<file path="config.mk">
export PLATFORM = sky130hd
export DESIGN_NAME = fetch_sequencer_flat
export DESIGN_NICKNAME = d
export VERILOG_FILES = /design/src/rtl/fetch_sequencer_if.sv /design/src/rtl/fetch_sequencer.sv /design/src/flat_wrapper.sv
export SDC_FILE = /design/constraint.sdc
export NUM_CORES = 1
export LEC_CHECK = 0
export BUFFER_PORTS_ARGS = -buffer_cell sky130_fd_sc_hd__buf_2
export CORE_AREA = 2 2 40 42
export CTS_CLUSTER_DIAMETER = 50
export CTS_CLUSTER_SIZE = 14
export DETAILED_ROUTE_END_ITERATION = 7
export DIE_AREA = 0 0 42 44
export GPL_TIMING_DRIVEN = 0
export MAX_ROUTING_LAYER = met4
export PLACE_DENSITY_LB_ADDON = 0.25
export SLEW_MARGIN = 20
export SYNTH_ARGS = -nofsm -noshare
export SYNTH_HDL_FRONTEND = slang
export SYNTH_SLANG_ARGS = --single-unit
</file>
<file path="constraint.sdc">
create_clock -name CLOCK -period 1.3 [get_ports CLOCK]
set_input_delay 0.195 -clock CLOCK [delete_from_list [all_inputs] [get_ports CLOCK]]
set_output_delay 0.195 -clock CLOCK [all_outputs]
set_load 0.05 [all_outputs]
</file>
<file path="src/rtl/fetch_sequencer_if.sv">
// Handshake bundle between the fetch sequencer and the datapath / execute unit.
// STEP exists only when FETCH_STEP_EN is defined.
interface fetch_sequencer_if;
`ifdef FETCH_STEP_EN
  logic       STEP;
`endif
  logic       RUN;
  logic       MEM_ACK;
  logic       EXEC_DONE;
  logic       BRANCH_TAKEN;
  logic       HALT;
  logic       PC_LOAD;
  logic       PC_INC;
  logic       AR_LOAD;
  logic       IR_LOAD;
  logic [1:0] BUS_SEL;
  logic       MEM_REQ;
  logic       EXEC_START;
  logic       BUSY;
  logic       FAULT;
  logic [2:0] STATE;

  modport master (
`ifdef FETCH_STEP_EN
    input  STEP,
`endif
    input  RUN,
    input  MEM_ACK,
    input  EXEC_DONE,
    input  BRANCH_TAKEN,
    input  HALT,
    output PC_LOAD,
    output PC_INC,
    output AR_LOAD,
    output IR_LOAD,
    output BUS_SEL,
    output MEM_REQ,
    output EXEC_START,
    output BUSY,
    output FAULT,
    output STATE
  );

  modport slave (
`ifdef FETCH_STEP_EN
    output STEP,
`endif
    output RUN,
    output MEM_ACK,
    output EXEC_DONE,
    output BRANCH_TAKEN,
    output HALT,
    input  PC_LOAD,
    input  PC_INC,
    input  AR_LOAD,
    input  IR_LOAD,
    input  BUS_SEL,
    input  MEM_REQ,
    input  EXEC_START,
    input  BUSY,
    input  FAULT,
    input  STATE
  );
endinterface

</file>
<file path="src/rtl/fetch_sequencer.sv">
// Instruction-cycle controller for the 16-bit accumulator CPU (Moore FSM).
// Define FETCH_STEP_EN to add single-step operation via the STEP input.
module fetch_sequencer #(
  parameter int MEM_TIMEOUT = 15,
  parameter int TO_BITS     = 4
) (
  input  logic CLOCK,
  input  logic RESET,
  fetch_sequencer_if.master bus
);

  typedef enum logic [2:0] {
    S_IDLE      = 3'd0,
    S_FETCH_AR  = 3'd1,
    S_MEM_WAIT  = 3'd2,
    S_FETCH_IR  = 3'd3,
    S_EXEC_GO   = 3'd4,
    S_EXEC_WAIT = 3'd5,
    S_BRANCH    = 3'd6,
    S_FAULT     = 3'd7
  } state_e;

  localparam logic [TO_BITS-1:0] TO_LIMIT = TO_BITS'(MEM_TIMEOUT);

  state_e             state_q, state_d;
  logic [TO_BITS-1:0] to_q, to_d;
  logic               stop_q, stop_d;
  logic               start_ok;
  logic               step_mode;

`ifdef FETCH_STEP_EN
  assign start_ok  = bus.STEP;
  assign step_mode = 1'b1;
`else
  assign start_ok  = bus.RUN;
  assign step_mode = 1'b0;
`endif

  always_ff @(posedge CLOCK or posedge RESET) begin
    if (RESET) begin
      state_q <= S_IDLE;
      to_q    <= '0;
      stop_q  <= 1'b0;
    end else begin
      state_q <= state_d;
      to_q    <= to_d;
      stop_q  <= stop_d;
    end
  end

  always_comb begin
    state_d = state_q;
    to_d    = '0;
    stop_d  = stop_q;
    unique case (state_q)
      S_IDLE: begin
        if (start_ok) state_d = S_FETCH_AR;
      end
      S_FETCH_AR: state_d = S_MEM_WAIT;
      S_MEM_WAIT: begin
        to_d = to_q + TO_BITS'(1);
        // an ack arriving in the limit cycle still wins
        if (bus.MEM_ACK) begin
          state_d = S_FETCH_IR;
          to_d    = '0;
        end else if (MEM_TIMEOUT != 0 && to_d == TO_LIMIT) begin
          state_d = S_FAULT;
          to_d    = '0;
        end
      end
      S_FETCH_IR: state_d = S_EXEC_GO;
      S_EXEC_GO:  state_d = S_EXEC_WAIT;
      S_EXEC_WAIT: begin
        if (bus.EXEC_DONE) begin
          stop_d = bus.HALT | ~bus.RUN;
          if (bus.BRANCH_TAKEN)
            state_d = S_BRANCH;
          else if (step_mode | bus.HALT | ~bus.RUN)
            state_d = S_IDLE;
          else
            state_d = S_FETCH_AR;
        end
      end
      S_BRANCH: begin
        if (step_mode | stop_q) state_d = S_IDLE;
        else                    state_d = S_FETCH_AR;
      end
      S_FAULT: state_d = S_FAULT;
      default: state_d = S_IDLE;
    endcase
  end

  always_comb begin
    bus.PC_LOAD    = 1'b0;
    bus.PC_INC     = 1'b0;
    bus.AR_LOAD    = 1'b0;
    bus.IR_LOAD    = 1'b0;
    bus.BUS_SEL    = 2'd0;
    bus.MEM_REQ    = 1'b0;
    bus.EXEC_START = 1'b0;
    bus.BUSY       = 1'b1;
    bus.FAULT      = 1'b0;
    unique case (state_q)
      S_IDLE: bus.BUSY = 1'b0;
      S_FETCH_AR: begin
        bus.AR_LOAD = 1'b1;
        bus.BUS_SEL = 2'd1;
      end
      S_MEM_WAIT: begin
        bus.MEM_REQ = 1'b1;
        bus.BUS_SEL = 2'd2;
      end
      S_FETCH_IR: begin
        bus.IR_LOAD = 1'b1;
        bus.BUS_SEL = 2'd2;
        bus.PC_INC  = 1'b1;
      end
      S_EXEC_GO:   bus.EXEC_START = 1'b1;
      S_EXEC_WAIT: ;
      S_BRANCH: begin
        bus.PC_LOAD = 1'b1;
        bus.BUS_SEL = 2'd3;
      end
      S_FAULT: begin
        bus.BUSY  = 1'b0;
        bus.FAULT = 1'b1;
      end
      default: bus.BUSY = 1'b0;
    endcase
  end

  assign bus.STATE = state_q;

endmodule

</file>
<file path="src/flat_wrapper.sv">
// flat-port wrapper written by rule: the top's interface ports become plain ports
module fetch_sequencer_flat 
#(
  parameter int MEM_TIMEOUT = 15,
  parameter int TO_BITS     = 4
)
  (CLOCK, RESET, bus_RUN, bus_MEM_ACK, bus_EXEC_DONE, bus_BRANCH_TAKEN, bus_HALT, bus_PC_LOAD, bus_PC_INC, bus_AR_LOAD, bus_IR_LOAD, bus_BUS_SEL, bus_MEM_REQ, bus_EXEC_START, bus_BUSY, bus_FAULT, bus_STATE);
  fetch_sequencer_if bus_i ();
  input  logic CLOCK;
  input  logic RESET;
  input wire logic [$bits(bus_i.RUN)-1:0] bus_RUN;
  input wire logic [$bits(bus_i.MEM_ACK)-1:0] bus_MEM_ACK;
  input wire logic [$bits(bus_i.EXEC_DONE)-1:0] bus_EXEC_DONE;
  input wire logic [$bits(bus_i.BRANCH_TAKEN)-1:0] bus_BRANCH_TAKEN;
  input wire logic [$bits(bus_i.HALT)-1:0] bus_HALT;
  output wire logic [$bits(bus_i.PC_LOAD)-1:0] bus_PC_LOAD;
  output wire logic [$bits(bus_i.PC_INC)-1:0] bus_PC_INC;
  output wire logic [$bits(bus_i.AR_LOAD)-1:0] bus_AR_LOAD;
  output wire logic [$bits(bus_i.IR_LOAD)-1:0] bus_IR_LOAD;
  output wire logic [$bits(bus_i.BUS_SEL)-1:0] bus_BUS_SEL;
  output wire logic [$bits(bus_i.MEM_REQ)-1:0] bus_MEM_REQ;
  output wire logic [$bits(bus_i.EXEC_START)-1:0] bus_EXEC_START;
  output wire logic [$bits(bus_i.BUSY)-1:0] bus_BUSY;
  output wire logic [$bits(bus_i.FAULT)-1:0] bus_FAULT;
  output wire logic [$bits(bus_i.STATE)-1:0] bus_STATE;
  assign bus_i.RUN = bus_RUN;
  assign bus_i.MEM_ACK = bus_MEM_ACK;
  assign bus_i.EXEC_DONE = bus_EXEC_DONE;
  assign bus_i.BRANCH_TAKEN = bus_BRANCH_TAKEN;
  assign bus_i.HALT = bus_HALT;
  assign bus_PC_LOAD = bus_i.PC_LOAD;
  assign bus_PC_INC = bus_i.PC_INC;
  assign bus_AR_LOAD = bus_i.AR_LOAD;
  assign bus_IR_LOAD = bus_i.IR_LOAD;
  assign bus_BUS_SEL = bus_i.BUS_SEL;
  assign bus_MEM_REQ = bus_i.MEM_REQ;
  assign bus_EXEC_START = bus_i.EXEC_START;
  assign bus_BUSY = bus_i.BUSY;
  assign bus_FAULT = bus_i.FAULT;
  assign bus_STATE = bus_i.STATE;
  fetch_sequencer #(.MEM_TIMEOUT(MEM_TIMEOUT), .TO_BITS(TO_BITS)) u_core (.CLOCK(CLOCK), .RESET(RESET), .bus(bus_i));
endmodule
</file>
-- Yosys cells after proc, flatten, opt, wreduce, memory -nomap -nowiden
Index checks and enable logic that the tools add are counted.
- bits in registers: 8
- input port bits: 7
- output and inout bits: 13
- word-level logic and storage cells: 41
- add/sub/neg operators: 1
- equal/unequal tests: 11
- muxes and demuxes: 19
- bitwise operators: 2
- reductions and logical operators: 5
- operator list (operator ; count):
    3-bit one-hot mux with 8 select lines ; 1
    3-bit two-way mux ; 5
    3-bit equality test, second input constant ; 4
    4-bit two-way mux ; 3
    1-bit two-way mux ; 9
    3-bit by 2-bit equality test with 1-bit output, second input constant ; 2
    2-bit one-hot mux with 3 select lines ; 1
    4-bit by 1-bit adder with 4-bit output, second input constant ; 1
    4-bit equality test, second input constant ; 1
    2-bit != test, second input constant ; 2
    2-bit OR reduction ; 2
    3-bit by 1-bit equality test with 1-bit output, second input constant ; 1
    3-bit logical NOT ; 1
    3-bit by 2-bit != test with 1-bit output, second input constant ; 1
    3-bit AND reduction ; 1
    2-bit AND reduction ; 1
    1-bit inverter ; 1
    1-bit bitwise OR ; 1

-- Logic depth before layout (Yosys ltp)
Gate-level depths: netlist (run 1).
- depth after elaboration: 6
- gate-level depth with buffers: 6
- depth with buffers taken out: 6

-- Worst setup path before layout (run 1)
No wires, ideal clock.
- kind: reg-to-output
- from: register u_core.state_q[1] (netlist: u_core.bus.STATE[1])
- to: output port bus_BUS_SEL[0]
- arrival: 2.503 ns
- data required time: 1.105 ns
- path slack: -1.398 ns
- stages on the path, launching flop included: 4
- path buffers: 1
- cells stage by stage: dfrtp_1 clkbuf_1 nor3_1 or2_1
- cells in the longest elaborated chain, start to end: 3
- elaborated cells on any way between the ends: 6
- classes of those cells: eq/ne (4); mux (1); reduce/logical (1)
- RTL lines (what ; line ; text):
    start, declared ; fetch_sequencer.sv:25 ; state_e state_q, state_d;
    start signal, assigned ; fetch_sequencer.sv:45 ; state_q <= state_d;
    3-bit by 2-bit equality test with 1-bit output ; fetch_sequencer.sv:103 ; unique case (state_q)
    2-bit OR reduction (no line) ; n/a ;
    2-bit one-hot mux with 3 select lines * ; fetch_sequencer.sv:103 ;
    end, declared ; flat_wrapper.sv:20 ; output wire logic [$bits(bus_i.BUS_SEL)-1:0] bus_BUS_SEL;
Mark *: on every way between the ends. The rest lies on a longest branch, timed or not.

-- Worst setup path after layout (run 1)
- from: register u_core.state_q[2] (netlist: u_core.bus.STATE[2])
- to: output port bus_BUS_SEL[0]
The elaborated chain is that of the path after synthesis.

==> results of run 1 <==
[cell type report]
cell class	count	share of cell area [%]
inverter	5	2.58
sequential	8	18.3
buffer	4	5.04
multi-input combinational	47	38.6
clock buffer	4	2.35
timing repair buffer	39	31.4
tap	16	1.79
[metrics by stage]
step,worst slack (ps),setup TNS (ps)
after floorplan,-656,-5030
after global placement,-226,-1080
after detailed placement,-248,-1340
after CTS,-240,-2690
after global routing,-321,-3830
final,-295,-3190
[worst paths after layout]
check | to | slack (ps) | depth (start not counted)
min in group asynchronous | u_core.to_q[0] | 420 | 3
worst min register to register | u_core.stop_q | 510 | 2
max in group asynchronous | u_core.bus.STATE[1] | 600 | 3
worst max-delay path | bus_BUS_SEL[0] | -290 | 4
worst min-delay path | u_core.stop_q | 210 | 3
worst max register to register | u_core.bus.STATE[2] | -260 | 5
[kinds of logic after synthesis]
kind of cell	synth area share, %
XOR/XNOR	3.08
flip-flops	35.2
AND/OR/NAND/NOR	29.7
adder cells (fa/ha/maj)	4.40
AO/OA/AOI/OAI	19.6
buffers and inverters	7.93
[flip-flops by register name, indices dropped and copies added, names as in the netlist]
name and flops:
u_core.to_q 4, u_core.bus.STATE 3, u_core.stop_q 1
[where the power goes]
part	total [mW]	internal, mW	switching, mW
sequential	0.432	0.332	0.0998
combinational	2.54	1.12	1.43
clock	0.215	0.118	0.0973
[layout by cell type, fill, tap and decap left out, drive strengths merged]
cell         instances
nand3                1
nor3b                2
xnor2                1
nand4b               1
ha                   2
a21boi               1
or2                  2
nor2b                1
a211oi               1
dlygate4sd3          1
nand2                1
a221oi               1
o21ai                5
nor3                 3
buf                 41
a22oi                2
or4                  1
dfrtp                8
clkbuf               5
nand2b               1
a21bo                1
a32o                 1
nand3b               3
a21oi                4
nand4bb              1
inv                  5
a21o                 1
and3                 3
xor2                 1
nor2                 6
[layer usage]
layer	wire, µm	up-vias
li1	-	317
met1	817	316
met2	1040	30
met3	79	13
met4	117	0
met5	0	-
[synthesized netlist by cell type]
master,n,area [µm²]
dfrtp_1,8,200
inv_2,1,3.75
xnor2_1,1,8.76
a221oi_1,1,8.76
nand3b_1,3,22.5
nand4b_1,1,8.76
nor3_1,3,15.0
a32o_1,1,10.0
a22oi_1,2,15.0
buf_4,1,7.51
a211oi_1,1,7.51
nand4bb_1,1,11.3
nand2b_1,1,6.26
inv_1,4,15.0
a21oi_1,4,20.0
nand2_1,1,3.75
nor3b_1,1,7.51
a21o_1,1,7.51
xor2_1,1,8.76
or4_1,1,7.51
or2_4,1,8.76
or2_1,1,6.26
o21ai_1,1,5.00
ha_1,2,25.0
a21boi_0,1,7.51
nand3_1,1,5.00
buf_6,1,11.3
and3_1,3,18.8
nor2_1,6,22.5
a21bo_2,1,10.0
clkbuf_1,2,7.51
o21ai_0,4,20.0
nor2b_1,1,6.26
nor3b_4,1,18.8
[worst max-delay path, stage by stage (launching register included)]
cell and delay (ps):
dfrtp_2 420, buf_8 150, and3_4 150, or2_1 250, buf_6 160
[what timing repair did]
item                                   CTS  global route
endpoints found under the hold margin    8             0
pin swaps                                6             5
setup endpoints to repair               17            17
hold buffers                             1             0
setup buffers                           14             6
gates resized for setup                 45            14
==> flow_summary.json, run 1 <==
{
  "outcome": "finished with violations",
  "violations": "setup timing",
  "rsz0062_at_grt": "true",
  "die_area_um2": 1850,
  "ios": 20,
  "netlist_instances": 64,
  "clk_pin_slew_ps": 60,
  "min_path_type": "in2reg",
  "cts_buffers": 3,
  "num_rows": 14,
  "p_leak_nw": 0.491,
  "syn-cell-area_um2": 568,
  "max_freq_mhz": 627,
  "required_ps": 1110,
  "wirelength_mm": 2.05,
  "wl_per_cell_um": 16.7,
  "seq_area_frac_synth_pct": 35.2,
  "critical_path_class": "reg2out",
  "antenna_found_initial": 0,
  "fin_crit_sh_pct": 123,
  "place_inst": 99,
  "h-tree-depth": 1,
  "use_met2_pct": 42.5,
  "maxSlewViolCount": 0,
  "fill_cells": 75,
  "utilization_pct": 78.7,
  "synth.avg_cell_area_um2": 8.88,
  "coreArea_um2": 1420,
  "worstSkewPairLatency_ps": 260,
  "finalNetCount": 117,
  "vias_per_cell": 5.50,
  "min_from": "bus_HALT",
  "clock_path_buffers": 2,
  "slew_headroom_pct": 78.5,
  "cp-startpoint": "u_core.bus.STATE[2]",
  "synth_cell_types": 34,
  "worst_pin_slew_ps": 322,
  "grt_usage_pct": 23.3,
  "placed_cell_area_um2": 746,
  "multiInputGateArea_um2": 432,
  "place.gp.congestion": 0.794,
  "use_met3_pct": 3.75,
  "drive_gt1_share_pct": 66.4,
  "hold_violations": 0,
  "fin_cells": 123,
  "grt_overflow": 0,
  "peakVddDrop_mv": 2.54,
  "die_height_um": 44,
  "hold-worst-slack_ps": 212,
  "power.density_nw_per_um2": 2860,
  "first_iter_violations": 7,
  "drtPass1Iterations": 4,
  "ant_nets": 0,
  "final_cell_area_um2": 1120,
  "power_mw": 3.19,
  "cts_tree": "done",
  "period_needed_ps": 1590,
  "worst_slack_ps": -295,
  "worstSetupEndpointType": "primary output",
  "die_w_um": 42,
  "area_growth_pct": 96.7,
  "cts_root_buf": "clkbuf_4",
  "grt_pass1_vias": 673,
  "ff_latch_area_um2": 204,
  "maxCapViolCount": 0,
  "cp_max_fo": 8,
  "clock-sinks": 8,
  "finalSetupViolations": 17,
  "timing.rr.start": "u_core.bus.STATE[0]",
  "startpoint_type": "flop",
  "synth_seq_cells": 8,
  "grt_pass1_wl_mm": 3.06,
  "port_buffers": 19,
  "vias": 676,
  "drc": 0,
  "diodes": 0,
  "skew_ps": 10.6,
  "crit_arrival_ps": 1400,
  "syn-num-nets": 73,
  "top_usage_layer": "met2",
  "start_util_pct": 40.0,
  "yosysWarnings": 0,
  "hpwl_um": 982,
  "grt_max_degree": 9,
  "met1_usage_pct": 25.6
}
No activity file was read; power rests on OpenSTA's default activity.
==> run 2, diff against run 1 <==
CORE_AREA = 2 2 39 41   (was 2 2 40 42)
DIE_AREA = 0 0 41 43   (was 0 0 42 44)
clock period = 1.6 ns   (was 1.3 ns; I/O delays follow)
==> run 2 against run 1 <==
The run now ends clean. Core utilization is 14 points lower. Clock skew is 4.6 ps higher. Final area down 20%. Hold slack gained 46 ps. Die area fell by 4.6%. Final cell count decreased by 8.9%. Clock-buffer cell count did not move. First-iteration DRC count grew 86%.
==> flow_summary.json, run 2 (synthesis gave the netlist of run 1 again) <==
{
  "critical_path_class": "reg2out",
  "fin_setup_tns_ps": 0,
  "wl_per_cell_um": 13.3,
  "vias_per_cell": 5.45,
  "maxSlewViolCount": 0,
  "grt_overflow": 0,
  "largest_reg_flops": 4,
  "layout_commonest_cell": "buf_2",
  "cts_tree": "done",
  "worstSetupEndpointType": "primary output",
  "finalNetCount": 106,
  "clock-sinks": 8,
  "die_height_um": 43,
  "die_area_um2": 1760,
  "grt_pass1_vias": 560,
  "clock_path_buffers": 2,
  "cp_max_fo": 4,
  "grt_pass1_wl_mm": 2.35,
  "wl_met3_um": 109,
  "h-tree-depth": 1,
  "final_cell_mix": "14 x buf_2, 10 x buf_4, 5 x nor2_1, 5 x dfrtp_1",
  "num_rows": 14,
  "place.gp.congestion": 0.765,
  "fin_cells": 112,
  "first_iter_violations": 13,
  "worstSkewPairLatency_ps": 260,
  "max_freq_mhz": 630,
  "drive_gt1_share_pct": 53.1,
  "cts_buffers": 3,
  "clk_pin_slew_ps": 70,
  "vias": 610,
  "outcome": "finished clean",
  "dp_slack_ps": 105,
  "drtPass1Iterations": 4,
  "ios": 20,
  "drc": 0,
  "crit_arrival_ps": 1350,
  "startpoint_type": "flop",
  "grt_max_degree": 11,
  "coreArea_um2": 1380,
  "top_layer": "met4",
  "hold_violations": 0,
  "hpwl_um": 983,
  "area_growth_pct": 57.5,
  "diodes": 0,
  "worst_pin_slew_ps": 337,
  "cts_root_buf": "clkbuf_4",
  "grt_usage_pct": 20.3,
  "period_needed_ps": 1590,
  "required_ps": 1360,
  "finalSetupViolations": 0,
  "min_path_type": "in2reg",
  "place_inst": 99,
  "maxCapViolCount": 0,
  "skew_ps": 15.2,
  "wl_met2_um": 752,
  "top_register": "u_core.to_q",
  "rsz0062_at_grt": "true",
  "start_util_pct": 41.0,
  "worst_slack_ps": 13.4,
  "slew_headroom_pct": 77.5,
  "drt-met1-wl_um": 622,
  "ant_nets": 0,
  "port_buffers": 19,
  "antenna_found_initial": 0,
  "fin_crit_sh_pct": 99.2,
  "die_w_um": 41,
  "wirelength_mm": 1.49
}
[run 2: changes by cell type in the layout (fill, tap and decap cells not counted), moves of 3 or more]
cell    before  now
buf_8        8    3
buf_2        8   14
nor2_1       1    5
buf_6       11    3
nor2_4       3    0
buf_4       14   10
[run 2: metrics by stage]
step / hold WS, ps / utilization (%) / cell area (µm²)
floorplan: 55.5 / - / 632
global placement: 204 / 54.0 / 747
detailed placement: 207 / 54.0 / 747
CTS: 262 / 61.8 / 856
global route: 268 / 64.6 / 895
finish: 258 / 64.6 / 895
[run 2: metal layers]
layer / track usage (%) / up-vias
met5: - / -
met4: 4.00 / 0
met3: 6.28 / 2
met2: 32.2 / 25
met1: 24.8 / 287
li1: - / 296
[run 2: final cells by class]
| cell class | count | area [µm²] |
|---|---|---|
| Multi-Input combinational cell | 47 | 382 |
| Timing Repair Buffer | 29 | 204 |
| Fill cell | 121 | 489 |
| Tap cell | 16 | 20.0 |
| Inverter | 5 | 21.3 |
| Sequential cell | 8 | 204 |
| Buffer | 3 | 37.5 |
| Clock buffer | 4 | 26.3 |
[run 2: worst max-delay path, cell delays in order, from the launching register on]
cell	delay (ps)
dfrtp_2	420
inv_2	80
and3_1	200
or2_4	230
buf_8	150
[run 2: final timing paths]
path	cells after the start	to	slack (ps)	startpoint
setup / recovery	4	bus_BUS_SEL[0]	10	u_core.bus.STATE[0]
hold / removal	3	u_core.stop_q	260	bus_HALT
setup reg to reg	5	u_core.bus.STATE[2]	70	u_core.bus.STATE[0]
hold reg to reg	2	u_core.stop_q	510	u_core.stop_q
max in group asynchronous	3	u_core.bus.STATE[0]	860	RESET
min in group asynchronous	3	u_core.stop_q	470	RESET
[run 2: repair_timing]
item / CTS / global route
setup endpoints to repair: 9 / 8
setup buffers: 8 / 1
resized for setup: 8 / 14
endpoints found under the hold margin: 8 / 0
hold buffers: 1 / 0
pin swaps: 0 / 4
Power of run 2 is left out: the tool's default activity adds up to more than one toggle a clock period on the data nets, which glitch-free logic cannot reach.
